$ cat src/rtl/seg_disp_pkg.sv
// seg_disp_pkg: shared constants, state type and source-rotation helper for the display scheduler
package seg_disp_pkg;
  localparam int NUM_SRC = 4;
  localparam int DP_BIT = 7;
  localparam logic [7:0] SEG_BLANK = 8'hFF;
  localparam logic [3:0] AN_OFF = 4'hF;
  localparam logic [15:0][6:0] HEX_SEG = {
    7'h0E, 7'h06, 7'h21, 7'h46, 7'h03, 7'h08, 7'h10, 7'h00,
    7'h78, 7'h02, 7'h12, 7'h19, 7'h30, 7'h24, 7'h79, 7'h40
  };
  typedef enum logic {ST_BLANK, ST_SHOW} state_t;
  // first requester after cur in rotating order, falling back to cur itself
  function automatic logic [1:0] next_src(input logic [1:0] cur, input logic [NUM_SRC-1:0] req);
    logic [1:0] r;
    logic [1:0] idx;
    r = cur;
    for (int k = NUM_SRC; k >= 1; k--) begin
      idx = cur + 2'(k);
      if (req[idx]) r = idx;
    end
    return r;
  endfunction
endpackage

$ cat src/rtl/seg_hex_decode.sv
// seg_hex_decode: 4-bit value to active-low a..g segment pattern
module seg_hex_decode
  import seg_disp_pkg::*;
(
  input  logic [3:0] hex,
  output logic [6:0] seg
);
  // table lookup, dp handled by the caller
  always_comb seg = HEX_SEG[hex];
endmodule

$ cat src/rtl/seg_display_scheduler.sv
// seg_display_scheduler: scans a 4-digit display, time-sharing it among four 32-bit sources
module seg_display_scheduler
  import seg_disp_pkg::*;
#(
  parameter int SCAN_DIV = 131072,
  parameter int DWELL_FRAMES = 256
) (
  input  logic                   CLK,
  input  logic                   RST_N,
  input  logic [32*NUM_SRC-1:0]  Data,
  input  logic [NUM_SRC-1:0]     Req,
  input  logic                   Lock,
  input  logic [1:0]             SrcSel,
  input  logic                   Sel,
  output logic [3:0]             AN,
  output logic [7:0]             Seg,
  output logic [1:0]             CurSrc,
  output logic                   CurHalf
);
  localparam int PW = $clog2(SCAN_DIV);
  localparam int DW = $clog2(DWELL_FRAMES + 1);
  logic [PW-1:0] presc_q, presc_d;
  logic [1:0] digit_q, digit_d, src_q, src_d;
  logic [DW-1:0] dwell_q, dwell_d;
  logic [15:0] shadow_q, shadow_d;
  state_t state_q, state_d;
  logic half_q, half_d, man_q, man_d, tick, bnd;
  logic [3:0] an_q, an_d, nib;
  logic [7:0] seg_q, seg_d;
  logic [6:0] hex_seg;
  seg_hex_decode u_dec (.hex(nib), .seg(hex_seg));
  // scan timing, frame-boundary scheduling and next digit drive
  always_comb begin
    tick = presc_q == PW'(SCAN_DIV - 1);
    bnd = tick && digit_q == 2'd3;
    presc_d = tick ? '0 : presc_q + PW'(1);
    digit_d = tick ? digit_q + 2'd1 : digit_q;
    state_d = state_q;
    src_d = src_q;
    half_d = half_q;
    dwell_d = dwell_q;
    man_d = man_q;
    shadow_d = shadow_q;
    if (bnd) begin
      man_d = Lock;
      dwell_d = '0;
      state_d = ST_SHOW;
      if (Lock) begin
        src_d = SrcSel;
        half_d = Sel;
      end else if (Req == '0) state_d = ST_BLANK;
      else if (state_q == ST_BLANK || !Req[src_q]) begin
        src_d = next_src(src_q, Req);
        half_d = 1'b0;
      end else if (man_q) half_d = 1'b0;
      else if (dwell_q == DW'(DWELL_FRAMES - 1)) begin
        src_d = half_q ? next_src(src_q, Req) : src_q;
        half_d = !half_q;
      end else dwell_d = dwell_q + DW'(1);
      shadow_d = Data[{src_d, half_d, 4'b0} +: 16];
    end
    nib = shadow_d[{digit_d, 2'b0} +: 4];
    an_d = !tick ? an_q : state_d == ST_BLANK ? AN_OFF : ~(4'b1 << digit_d);
    seg_d = !tick ? seg_q : state_d == ST_BLANK ? SEG_BLANK : {digit_d != src_d, hex_seg};
  end
  // state registers with synchronous active-low reset
  always_ff @(posedge CLK) begin
    if (!RST_N) begin
      presc_q <= '0;
      digit_q <= '0;
      dwell_q <= '0;
      shadow_q <= '0;
      state_q <= ST_BLANK;
      src_q <= '0;
      half_q <= 1'b0;
      man_q <= 1'b0;
      an_q <= AN_OFF;
      seg_q <= SEG_BLANK;
    end else begin
      presc_q <= presc_d;
      digit_q <= digit_d;
      dwell_q <= dwell_d;
      shadow_q <= shadow_d;
      state_q <= state_d;
      src_q <= src_d;
      half_q <= half_d;
      man_q <= man_d;
      an_q <= an_d;
      seg_q <= seg_d;
    end
  end
  assign AN = an_q;
  assign Seg = seg_q;
  assign CurSrc = src_q;
  assign CurHalf = half_q;
endmodule
$ cat config.mk
export PLATFORM = sky130hd
export DESIGN_NAME = seg_display_scheduler
export DESIGN_NICKNAME = d
export VERILOG_FILES = /design/src/rtl/seg_disp_pkg.sv /design/src/rtl/seg_hex_decode.sv /design/src/rtl/seg_display_scheduler.sv
export SDC_FILE = /design/constraint.sdc
export NUM_CORES = 1
export LEC_CHECK = 0
export CAP_MARGIN = 25
export CELL_PAD_IN_SITES_DETAIL_PLACEMENT = 0
export CELL_PAD_IN_SITES_GLOBAL_PLACEMENT = 2
export CORE_MARGIN = 3
export CORE_UTILIZATION = 39
export CTS_CLUSTER_SIZE = 28
export DETAILED_ROUTE_END_ITERATION = 7
export DONT_BUFFER_PORTS = 1
export HOLD_SLACK_MARGIN = 0.05
export PLACE_DENSITY_LB_ADDON = 0.15
export SLEW_MARGIN = 20
export SYNTH_ARGS = -nofsm -noshare
export SYNTH_HDL_FRONTEND = slang
export SYNTH_SLANG_ARGS = --single-unit
$ cat constraint.sdc
create_clock -name CLK -period 6.01 [get_ports CLK]
set_clock_uncertainty 0.05 [all_clocks]
set_input_delay 0.9015 -clock CLK [delete_from_list [all_inputs] [get_ports CLK]]
set_output_delay 0.9015 -clock CLK [all_outputs]
set_load 0.02 [all_outputs]
; After elaboration in Yosys (flattened, before gate mapping)
; Memories as Yosys holds them, arrays and structs flattened.
; Cells that the tools add are included.
[word_totals]
regBits = 61
rom_bits = 112
in_bits = 138
mem_count = 1
[classes]
addsub = 6
magnitude_cmp = 5
eq_ne = 4
shifts = 3
n_mux = 38
n_bitwise = 3
reduce_logical = 6
[memory_table]
columns = name, depth, word_bits, rd, rd_ports_with_merged_regs, wr, line_no
row1 = (no name shown), 16, 7, 1, 0, 0, seg_hex_decode.sv:9  ; always_comb seg = HEX_SEG[hex];
[ops]
columns = cell, count
row1 = $shiftx 128x8->16, 1
row2 = $mux 9, 5
row3 = $mux 2, 12
row4 = $add 17x1->17 const B, 1
row5 = $eq 17x17->1 const B, 1
row6 = $mux 16, 1
row7 = $shiftx 16x5->4, 1
row8 = $mux 1, 13
row9 = $lt 2x3->1 const B, 4
row10 = $add 9x1->9 const B, 1
row11 = $eq 9x8->1 const B, 1
row12 = $bmux 1 s2, 4
row13 = $mux 8, 1
row14 = $mux 7, 1
row15 = $lt 4x5->1 const B, 1
row16 = $add 2x1->2 const B, 2
row17 = $add 2x2->2 const B, 2
row18 = $logic_not 4->1, 1
row19 = $mux 4, 1
row20 = $not 4->4, 1
row21 = $shl 1x2->4 const A, 1
row22 = $eq 2x2->1 const B, 1
row23 = $logic_not 1->1, 2
row24 = $ne 2x2->1, 1
row25 = 4 further kinds, 5

; Depth between registers and ports, before layout
; Gate-level depths: netlist of run 1.
[depth]
depth_word = 19
depth_mapped = 20
depth_no_buf = 19

; Cells and area by module
; Synthesis of run 1 repeated with hierarchy kept, for this count alone.
[unflattened]
cells_unflattened = 536
hier_area_um2 = 4629.4
[modules_own_cells]
columns = module, instances, cells_each, area_per_inst_um2
row1 = seg_display_scheduler, 1, 505, 4367.9
row2 = seg_hex_decode, 1, 31, 261.5

; Worst setup path after synthesis of run 1
; No wires, ideal clock.
[synth_path]
path_type = input to register
from = in Req[2]
to = reg seg_q[0] (netlist: Seg[0])
setup_ns = 0.122
arrival_ns = 4.193
required_time_ns = 5.838
path_slack_ns = 1.645
cell_stages = 16
path_buffers = 3
cell_sequence = mux2_4 nand2_1 a221oi_4 o21ai_2 buf_6 buf_2 buf_2 mux2i_1 mux2i_1 o22ai_1 o22ai_1 mux2i_1 inv_1 ha_1 or4_1 o311a_1
[synth_via]
elab_chain_len = 18
[synth_lines]
columns = element, line_no
row1 = from (decl), seg_display_scheduler.sv:11  ; input logic [NUM_SRC-1:0] Req,
row2 = $bmux 1 s2, seg_disp_pkg.sv:19  ; if (req[idx]) r = idx;
row3 = $mux 1 (not written as such), seg_disp_pkg.sv:19
row4 = $mux 2 (3 in series), seg_disp_pkg.sv:19
row5 = $mux 2, seg_display_scheduler.sv:57  ; src_d = half_q ? next_src(src_q, Req) : src_q;
row6 = $mux 2, seg_display_scheduler.sv:56  ; else if (dwell_q == DW'(DWELL_FRAMES - 1)) begin
row7 = $mux 2, seg_display_scheduler.sv:55  ; end else if (man_q) half_d = 1'b0;
row8 = $mux 2, seg_display_scheduler.sv:52  ; else if (state_q == ST_BLANK || !Req[src_q]) begin
row9 = $mux 2, seg_display_scheduler.sv:51  ; end else if (Req == '0) state_d = ST_BLANK;
row10 = $mux 2, seg_display_scheduler.sv:48  ; if (Lock) begin
row11 = $mux 2, seg_display_scheduler.sv:44  ; if (bnd) begin
row12 = $shiftx 128x8->16, seg_display_scheduler.sv:60  ; shadow_d = Data[{src_d, half_d, 4'b0} +: 16];
row13 = $mux 16, seg_display_scheduler.sv:44
row14 = $shiftx 16x5->4, seg_display_scheduler.sv:62  ; nib = shadow_d[{digit_d, 2'b0} +: 4];
row15 = $mem_v2 16x7, n/a
row16 = $mux 7 (not written as such), seg_hex_decode.sv:9
row17 = $mux 8 *, seg_display_scheduler.sv:64  ; seg_d = !tick ? seg_q : state_d == ST_BLANK ? SEG_BLANK : {digit_d != src_d, hex_seg};
row18 = to (signal assigned), seg_display_scheduler.sv:89  ; seg_q <= seg_d;
row19 = to (decl), seg_display_scheduler.sv:29  ; logic [7:0] seg_q, seg_d;
; Every way passes the cells marked *; elsewhere a longest branch is shown, timed or not. The select of a mux whose other input is x is not followed.
; A chain may end at the register's enable or synchronous reset.

; Worst setup path in the final report of run 1
[layout_path]
from = reg presc_q[3]
to = reg seg_q[3] (netlist: Seg[3])
[layout_via]
elab_chain_len = 7
[layout_lines]
columns = element, line_no
row1 = from (decl), seg_display_scheduler.sv:22  ; logic [PW-1:0] presc_q, presc_d;
row2 = from (signal assigned), seg_display_scheduler.sv:80  ; presc_q <= presc_d;
row3 = $eq 17x17->1 *, seg_display_scheduler.sv:34  ; tick = presc_q == PW'(SCAN_DIV - 1);
row4 = $logic_and 1x1->1, seg_display_scheduler.sv:35  ; bnd = tick && digit_q == 2'd3;
row5 = $mux 16, seg_display_scheduler.sv:44
row6 = $shiftx 16x5->4, seg_display_scheduler.sv:62
row7 = $mem_v2 16x7, n/a
row8 = $mux 7 (not written as such), seg_hex_decode.sv:9
row9 = $mux 8, seg_display_scheduler.sv:64
; Marked as above.

==> results.ini, run 1 <==
[floorplanning]
coreArea_um2=11500
io-pin-count=153
die-area_um2=13200
die_h_um=115
start_util_pct=40.2
fp.dieW_um=115
num_rows=39

[timing]
finalSetupViolCount=0
period_needed_ns=4.65
fmax_ghz=0.215
rsz0062_at_grt=no
finalMaxSlewViolations=0
worst_pin_slew_ns=0.959
whs_ns=0.389
finalSetupTns_ns=0
slew_headroom_pct=35.6
hold_viol_final=0
fin_crit_sh_pct=77.4

[pwr]
power_density_nw_per_um2=199
p_leak_nw=2.02
ir_worst_vdd_v=0.000156

[global_route]
grt_max_degree=39
antenna_found_initial=0
grt-ovfl-total=0
grtUsageTotal_pct=18.8
grt_pass1_vias=3868
grt_pass1_wl_um=19800

[cts]
numCtsBuffers=9
cts.sinks=61
post_cts_buffers=0
ctsHoldBuffers=0
clockRootBuffer=clkbuf_16
cts_max_path_buffers=2
post_cts_resized=0
clk_latency_ns=0.32
cts_htree_levels=3
clk_pin_slew_ns=0.05
cts_tree=done

[drt]
drt-pass1-iter-count=4
drt_iter0_markers=158
wl_um=12700
drc=0
ant_nets=0
viasPerCell=5.92
wl_per_cell_um=18.6
vias=4038

[placed_design]
place_congestion=0.838
dpl.hpwl_um=9590
place.port_buffers=0

[logic_synthesis]
yosys_warnings=0
yosys.area.top_type=dfxtp_1
ys_seq_elements=61
synthFlopType=dfxtp_1
synth_area_per_cell_um2=8.42
yosysUniqueCellTypes=74
synth_area_leaders=dfxtp_1 (26%), mux2i_1 (17%), nor2_1 (5.5%)
synthArstFlopShare_pct=0
synth_top_area_share_pct=26.5
postSynthNetCount=696
synthCells=548
ys_seq_area_share_pct=26.5
synth_edf_count=0
syn_area_um2=4610

[worst_hold_path]
whs_endpoint=presc_q[0]
hold_class=reg2reg
hp-start=presc_q[0]
hold_depth=1

[setup_path]
critPathKind=reg2reg
end_kind=flip-flop
reg2regPathDepth=17
rrSetupSlack_ns=1.36
cp_max_fo=11
r2r-end=Seg[3]
timing.critical_path.cells=and3_1, and3_1, nand3_1, nor2_1, and4_1, nand3_1, nor2_1, ha_1, and2_1, nand2_1, o22ai_1, o22ai_1, mux2i_1, inv_1, ha_1, mux4_2, o22a_1
max_stage_delay_ns=0.46
required_ns=6.17
crit_path_start_kind=flip-flop
timing.rr.start=presc_q[3]
slowest_stage=mux4_2
cp.arrival_ns=4.81

[final_layout]
n_antenna_cell=0
synthToLayoutAreaGrowth_pct=8.08
drive_above_1_share_pct=10.0
num-nets-final=684

[flow_run]
max_cap_violations=0

[status]
outcome=completed

## cells in the mapped netlist (6+ instances only)
| library cell | instances |
|---|---|
| buf_2 | 6 |
| mux2i_1 | 79 |
| nand2_1 | 48 |
| clkbuf_1 | 19 |
| dfxtp_1 | 61 |
| mux2_2 | 11 |
| xnor2_1 | 7 |
| a21oi_1 | 22 |
| a31oi_1 | 9 |
| xor2_1 | 15 |
| o21ai_0 | 21 |
| nor2_1 | 67 |
| a221oi_1 | 7 |
| o22ai_1 | 9 |
| ha_1 | 10 |
| nand3_1 | 14 |
| nor3_1 | 13 |
| nand2b_1 | 10 |
| inv_1 | 10 |
## where the power goes
group | total [mW] | switching, mW | internal (mW)
clock network | 0.462 | 0.167 | 0.295
registers | 0.408 | 0.00162 | 0.407
logic | 0.119 | 0.0649 | 0.0542
## stage by stage
stage | cell area [um2] | utilization (%) | instances | setup slack (ns) | total power [mW]
5_1_grt | 4990 | 43.5 | 682 | 0.928 | 1.03
6_report | 4990 | 43.5 | 682 | 1.36 | 0.990
2_1_floorplan | 4610 | - | 548 | 1.65 | 0.517
3_3_place_gp | 4700 | 41.0 | 667 | 1.39 | 0.535
4_1_cts | 4990 | 43.5 | 682 | 1.32 | 1.01
3_5_place_dp | 4720 | 41.2 | 668 | 1.22 | 0.536
## how the worst max path moves through the flow
stage	startpoint	end	slack, ns	cells after the start
3_5_place_dp	Req[2]	Seg[0]	1.22	13
6_report	presc_q[3]	Seg[3]	1.36	17
4_1_cts	presc_q[3]	Seg[0]	1.32	17
2_1_floorplan	Req[2]	Seg[0]	1.65	16
5_1_grt	presc_q[3]	Seg[3]	0.93	17
3_3_place_gp	Req[0]	Seg[3]	1.39	14
## placed cells by master, fill, tap and decap left out, drive strengths merged, types with 4 or more instances in the layout
| cell type | n |
|---|---|
| nand2 | 48 |
| nand2b | 10 |
| mux2 | 13 |
| or3 | 5 |
| nor2 | 68 |
| a21oi | 23 |
| mux2i | 79 |
| nor2b | 4 |
| nand3b | 4 |
| and2 | 4 |
| buf | 10 |
| a211oi | 5 |
| clkbuf | 12 |
| o211a | 4 |
| nor3 | 15 |
| ha | 10 |
| dfxtp | 61 |
| inv | 10 |
| and3 | 4 |
| nand3 | 14 |
| a31oi | 10 |
| a221oi | 8 |
| nand4 | 4 |
| o31ai | 5 |
| o22ai | 9 |
| xnor2 | 7 |
| o21ai | 23 |
| xor2 | 15 |
| a211o | 4 |
| o22a | 4 |
| o32ai | 6 |
## registers in the layout, summed over array words and instances (netlist names)
name	cells
AN	4
CurHalf	1
CurSrc	2
Seg	8
digit_q	2
dwell_q	9
man_q	1
presc_q	17
shadow_q	16
state_q	1
## logic make-up (layout without fill, tap and decap cells)
logic type	Yosys count	in the layout	synth area share, %
muxes	95	95	21.9
DFF	61	61	26.5
buffers and inverters	43	34	4.48
and+or+nand+nor	191	191	19.7
adders and majority gates	10	10	2.71
xor gates and xnor gates	22	22	4.18
AOI/OAI and AO/OA	126	126	20.5
## metal layers
metal | vias up | global-route usage, % | part of all wire, %
li1 | 1997 | - | -
met5 | - | 0 | 0
met2 | 127 | 30.9 | 47
met4 | 0 | 5.16 | 1.6
met3 | 17 | 4.47 | 6.7
met1 | 1897 | 24.7 | 45
## cell type report
| class | instances | area [um2] |
|---|---|---|
| Multi-Input combinational cell | 444 | 3200 |
| Sequential cell | 61 | 1220 |
| Timing Repair Buffer | 10 | 82.6 |
| Clock buffer | 12 | 256 |
| Tap cell | 143 | 179 |
| Fill cell | 1145 | 6480 |
| Inverter | 10 | 37.5 |
| Clock inverter | 2 | 10.0 |
## worst max-delay path, delay by kind of cell, from the launching register on
family / cells / cell delay (ns)
AO/OA/AOI/OAI: 3 / 0.65
adder cells (fa/ha/maj): 2 / 0.66
buffers and inverters: 1 / 0.15
flip-flops: 1 / 0.39
multiplexers: 2 / 0.84
AND/OR/NAND/NOR: 9 / 1.79
No activity file was read; power rests on OpenSTA's default activity.
==> run 2: changes to the inputs <==
--- a/config.mk
+++ b/config.mk
@@ -9,7 +9,7 @@
 export CELL_PAD_IN_SITES_DETAIL_PLACEMENT = 0
 export CELL_PAD_IN_SITES_GLOBAL_PLACEMENT = 2
 export CORE_MARGIN = 3
-export CORE_UTILIZATION = 39
+export CORE_UTILIZATION = 37
 export CTS_CLUSTER_SIZE = 28
 export DETAILED_ROUTE_END_ITERATION = 7
 export DONT_BUFFER_PORTS = 1
==> constraint.sdc (replaced) <==
create_clock -name CLK -period 4.3 [get_ports CLK]
set_clock_uncertainty 0.05 [all_clocks]
set_input_delay 0.645 -clock CLK [delete_from_list [all_inputs] [get_ports CLK]]
set_output_delay 0.645 -clock CLK [all_outputs]
set_load 0.02 [all_outputs]
==> run 2 against run 1 <==
Global-route usage is 0.64 points higher. Clock-buffer cell count is 1 lower. First-iteration DRC count is 16% higher. Die area is 5.1% higher. Non-clock buffer count is 20 higher. Power is 61% higher. Combinational power is 56% higher. Worst hold slack better by 0.016 ns. Critical path depth is 2 lower. Clock power is 81% higher. Largest cell class unchanged.
==> results.ini, run 2 (synthesis results as in run 1) <==
[status]
outcome=completed

[pwr]
power.total_mw=1.59  ; +61%
ir_worst_vdd_v=0.000251  ; +61%
p_leak_nw=2.21  ; +9.8%
power_density_nw_per_um2=295  ; +49%

[drt]
viasPerCell=5.64  ; -4.8%
wl_um=13800  ; +9.2%
wl_per_cell_um=19.0  ; +2.2%
ant_nets=0  ; unchanged
vias=4110  ; +1.8%
drc=0  ; unchanged
drt_iter0_markers=183  ; +16%
drt-pass1-iter-count=4  ; unchanged

[setup_path]
timing.critical_path.cells=ha_1, nand3_2, nor4_4, o21ai_2, mux2_4, a221oi_1, a211o_1, o311ai_1, a211o_1, a211o_2, inv_1, ha_1, inv_1, mux4_2, o22a_1
path_delay_family=compound AO/OA/AOI/OAI gates
r2r-end=Seg[3]
worst-path-buf-inv=2  ; +1
timing.rr.start=dwell_q[0]
max_stage_delay_ns=0.44  ; -0.02 ns
end_kind=flip-flop
rrSetupSlack_ns=0.26  ; -1.10 ns
slowest_stage=mux4_2
required_ns=4.46  ; -1.71 ns
crit_path_start_kind=flip-flop
reg2regPathDepth=15  ; -2
cp_max_fo=6  ; -5
cp.arrival_ns=4.20  ; -0.61 ns
critPathKind=reg2reg

[floorplanning]
die-area_um2=13800  ; +5.1%
io-pin-count=153  ; unchanged
start_util_pct=38.1  ; -2.1 points
fp.dieW_um=118  ; +2.5%
die_h_um=118  ; +2.5%
coreArea_um2=12100  ; +5.6%
num_rows=40  ; +2.6%

[timing]
period_needed_ns=4.04  ; -0.610 ns
whs_ns=0.405  ; +0.0160 ns
fmax_ghz=0.247  ; +15%
hold_viol_final=0  ; unchanged
finalSetupViolCount=0  ; unchanged
slew_headroom_pct=60.7  ; +25 points
fin_crit_sh_pct=94.0  ; +17 points
finalMaxSlewViolations=0  ; unchanged
worst_pin_slew_ns=0.588  ; -0.371 ns

[cts]
cts_htree_levels=3  ; unchanged
clk_latency_ns=0.32  ; about the same
cts_max_path_buffers=2  ; unchanged
clockRootBuffer=clkbuf_16
ctsHoldBuffers=0  ; unchanged
post_cts_buffers=0  ; unchanged
cts.sinks=61  ; unchanged
numCtsBuffers=9  ; unchanged
cts_tree=done
clk_pin_slew_ns=0.05  ; about the same

[final_layout]
num-nets-final=705  ; +3.1%
reg.largest.list=presc_q x17, shadow_q x16, dwell_q x9
final_cell_area_um2=5400  ; +8.2%
num-fill-cells=1229  ; +7.3%
post-route-util_pct=44.6  ; +1.1 points
seq_area_um2=1220  ; unchanged
largest_reg_flops=17  ; unchanged
layout_commonest_cell=mux2i_1
final_cell_mix=mux2i_1 (76), nor2_1 (67), dfxtp_1 (61)
n_antenna_cell=0  ; unchanged
synthToLayoutAreaGrowth_pct=17.0
drive_above_1_share_pct=16.9  ; +6.9 points
stdcell_count=729  ; +6.9%
multi_input_comb_area_um2=3320  ; +3.8%
largest-register=presc_q

[global_route]
antenna_found_initial=0  ; unchanged
use_met3_pct=5.43  ; +0.96 points
gr-usage-met2_pct=33.5  ; +2.6 points
grt_pass1_wl_um=22100  ; +12%
grtUsageTotal_pct=19.4  ; +0.64 points
grt_pass1_vias=4086  ; +5.6%
gr-max-usage-layer=met2
grt_use_met1_pct=24.6  ; -0.11 points
grt_max_degree=32  ; -18%
grt-ovfl-total=0  ; unchanged

[flow_run]
max_cap_violations=0  ; unchanged

[placed_design]
dpl.hpwl_um=10600  ; +10%
place.port_buffers=0  ; unchanged
place_area_um2=4920  ; +4.2%
dp_cells=713  ; +6.7%
place_congestion=0.836  ; -0.24%

[worst_hold_path]
hold_class=in2reg
whs_endpoint=shadow_q[8]
hold_depth=1  ; unchanged
hp-start=RST_N

[run 2: layer usage]
layer / vias to the layer above / part of all wire [%] / routed length [um]
li1: 2042 / - / -
met5: - / 0 / 0
met4: 0 / 0.67 / 93
met3: 8 / 5.5 / 754
met1: 1938 / 45 / 6210
met2: 122 / 49 / 6760
[run 2: layout make-up]
type	instances	area share, %
multi-input cells	445	61.6
flip-flops and latches	61	22.6
repair buffers	30	4.78
clock buffers	11	4.68
well taps	168	3.90
clock inverters	4	1.76
inverters	10	0.696
[run 2: what timing repair did]
action	4_1_cts	5_1_grt
gates resized for setup	1	27
pin swaps	0	3
gates cloned	0	1
setup endpoints to repair	2	7
[run 2: worst max-delay path by stage]
stage / depth (start not counted) / slack [ns] / start / endpoint
after detailed placement: 15 / 0.004 / dwell_q[0] / Seg[3]
after CTS: 16 / 0.01 / dwell_q[0] / Seg[3]
after global routing: 18 / -0.001 / presc_q[5] / Seg[0]
after global placement: 14 / 0.09 / Req[2] / Seg[3]
after floorplan: 16 / 0.19 / Req[2] / Seg[0]
final: 15 / 0.26 / dwell_q[0] / Seg[3]
[run 2: power by group]
group | leakage, nW | switching, mW | internal, mW
combinational | 1.55 | 0.0972 | 0.0884
clock | 0.172 | 0.245 | 0.593
sequential | 0.492 | 0.00243 | 0.568
total | 2.21 | 0.345 | 1.25
[run 2: stage by stage]
step,TNS (ns),worst slack [ns]
finish,0,0.257
global route,-0.00146,-0.00146
CTS,0,0.0145
detailed placement,0,0.00389
global placement,0,0.0907
floorplan,0,0.192
[run 2: worst register-to-register path: stages (launching register included)]
cell and delay, ns:
dfxtp_1 0.38, ha_1 0.23, nand3_2 0.16, nor4_4 0.33
o21ai_2 0.14, mux2_4 0.36, a221oi_1 0.37, a211o_1 0.18
o311ai_1 0.09, a211o_1 0.29, a211o_2 0.36, inv_1 0.16
ha_1 0.15, inv_1 0.05, mux4_2 0.44, o22a_1 0.20
==> run 3: changes to the inputs <==
--- a/config.mk
+++ b/config.mk
@@ -10,12 +10,11 @@
 export CELL_PAD_IN_SITES_GLOBAL_PLACEMENT = 2
 export CORE_MARGIN = 3
 export CORE_UTILIZATION = 37
-export CTS_CLUSTER_SIZE = 28
+export CTS_CLUSTER_DIAMETER = 50
 export DETAILED_ROUTE_END_ITERATION = 7
 export DONT_BUFFER_PORTS = 1
 export HOLD_SLACK_MARGIN = 0.05
 export PLACE_DENSITY_LB_ADDON = 0.15
-export SLEW_MARGIN = 20
 export SYNTH_ARGS = -nofsm -noshare
 export SYNTH_HDL_FRONTEND = slang
 export SYNTH_SLANG_ARGS = --single-unit
==> results of run 3 <==
No change in the layout: final DEF, timing and power equal those of run 2.
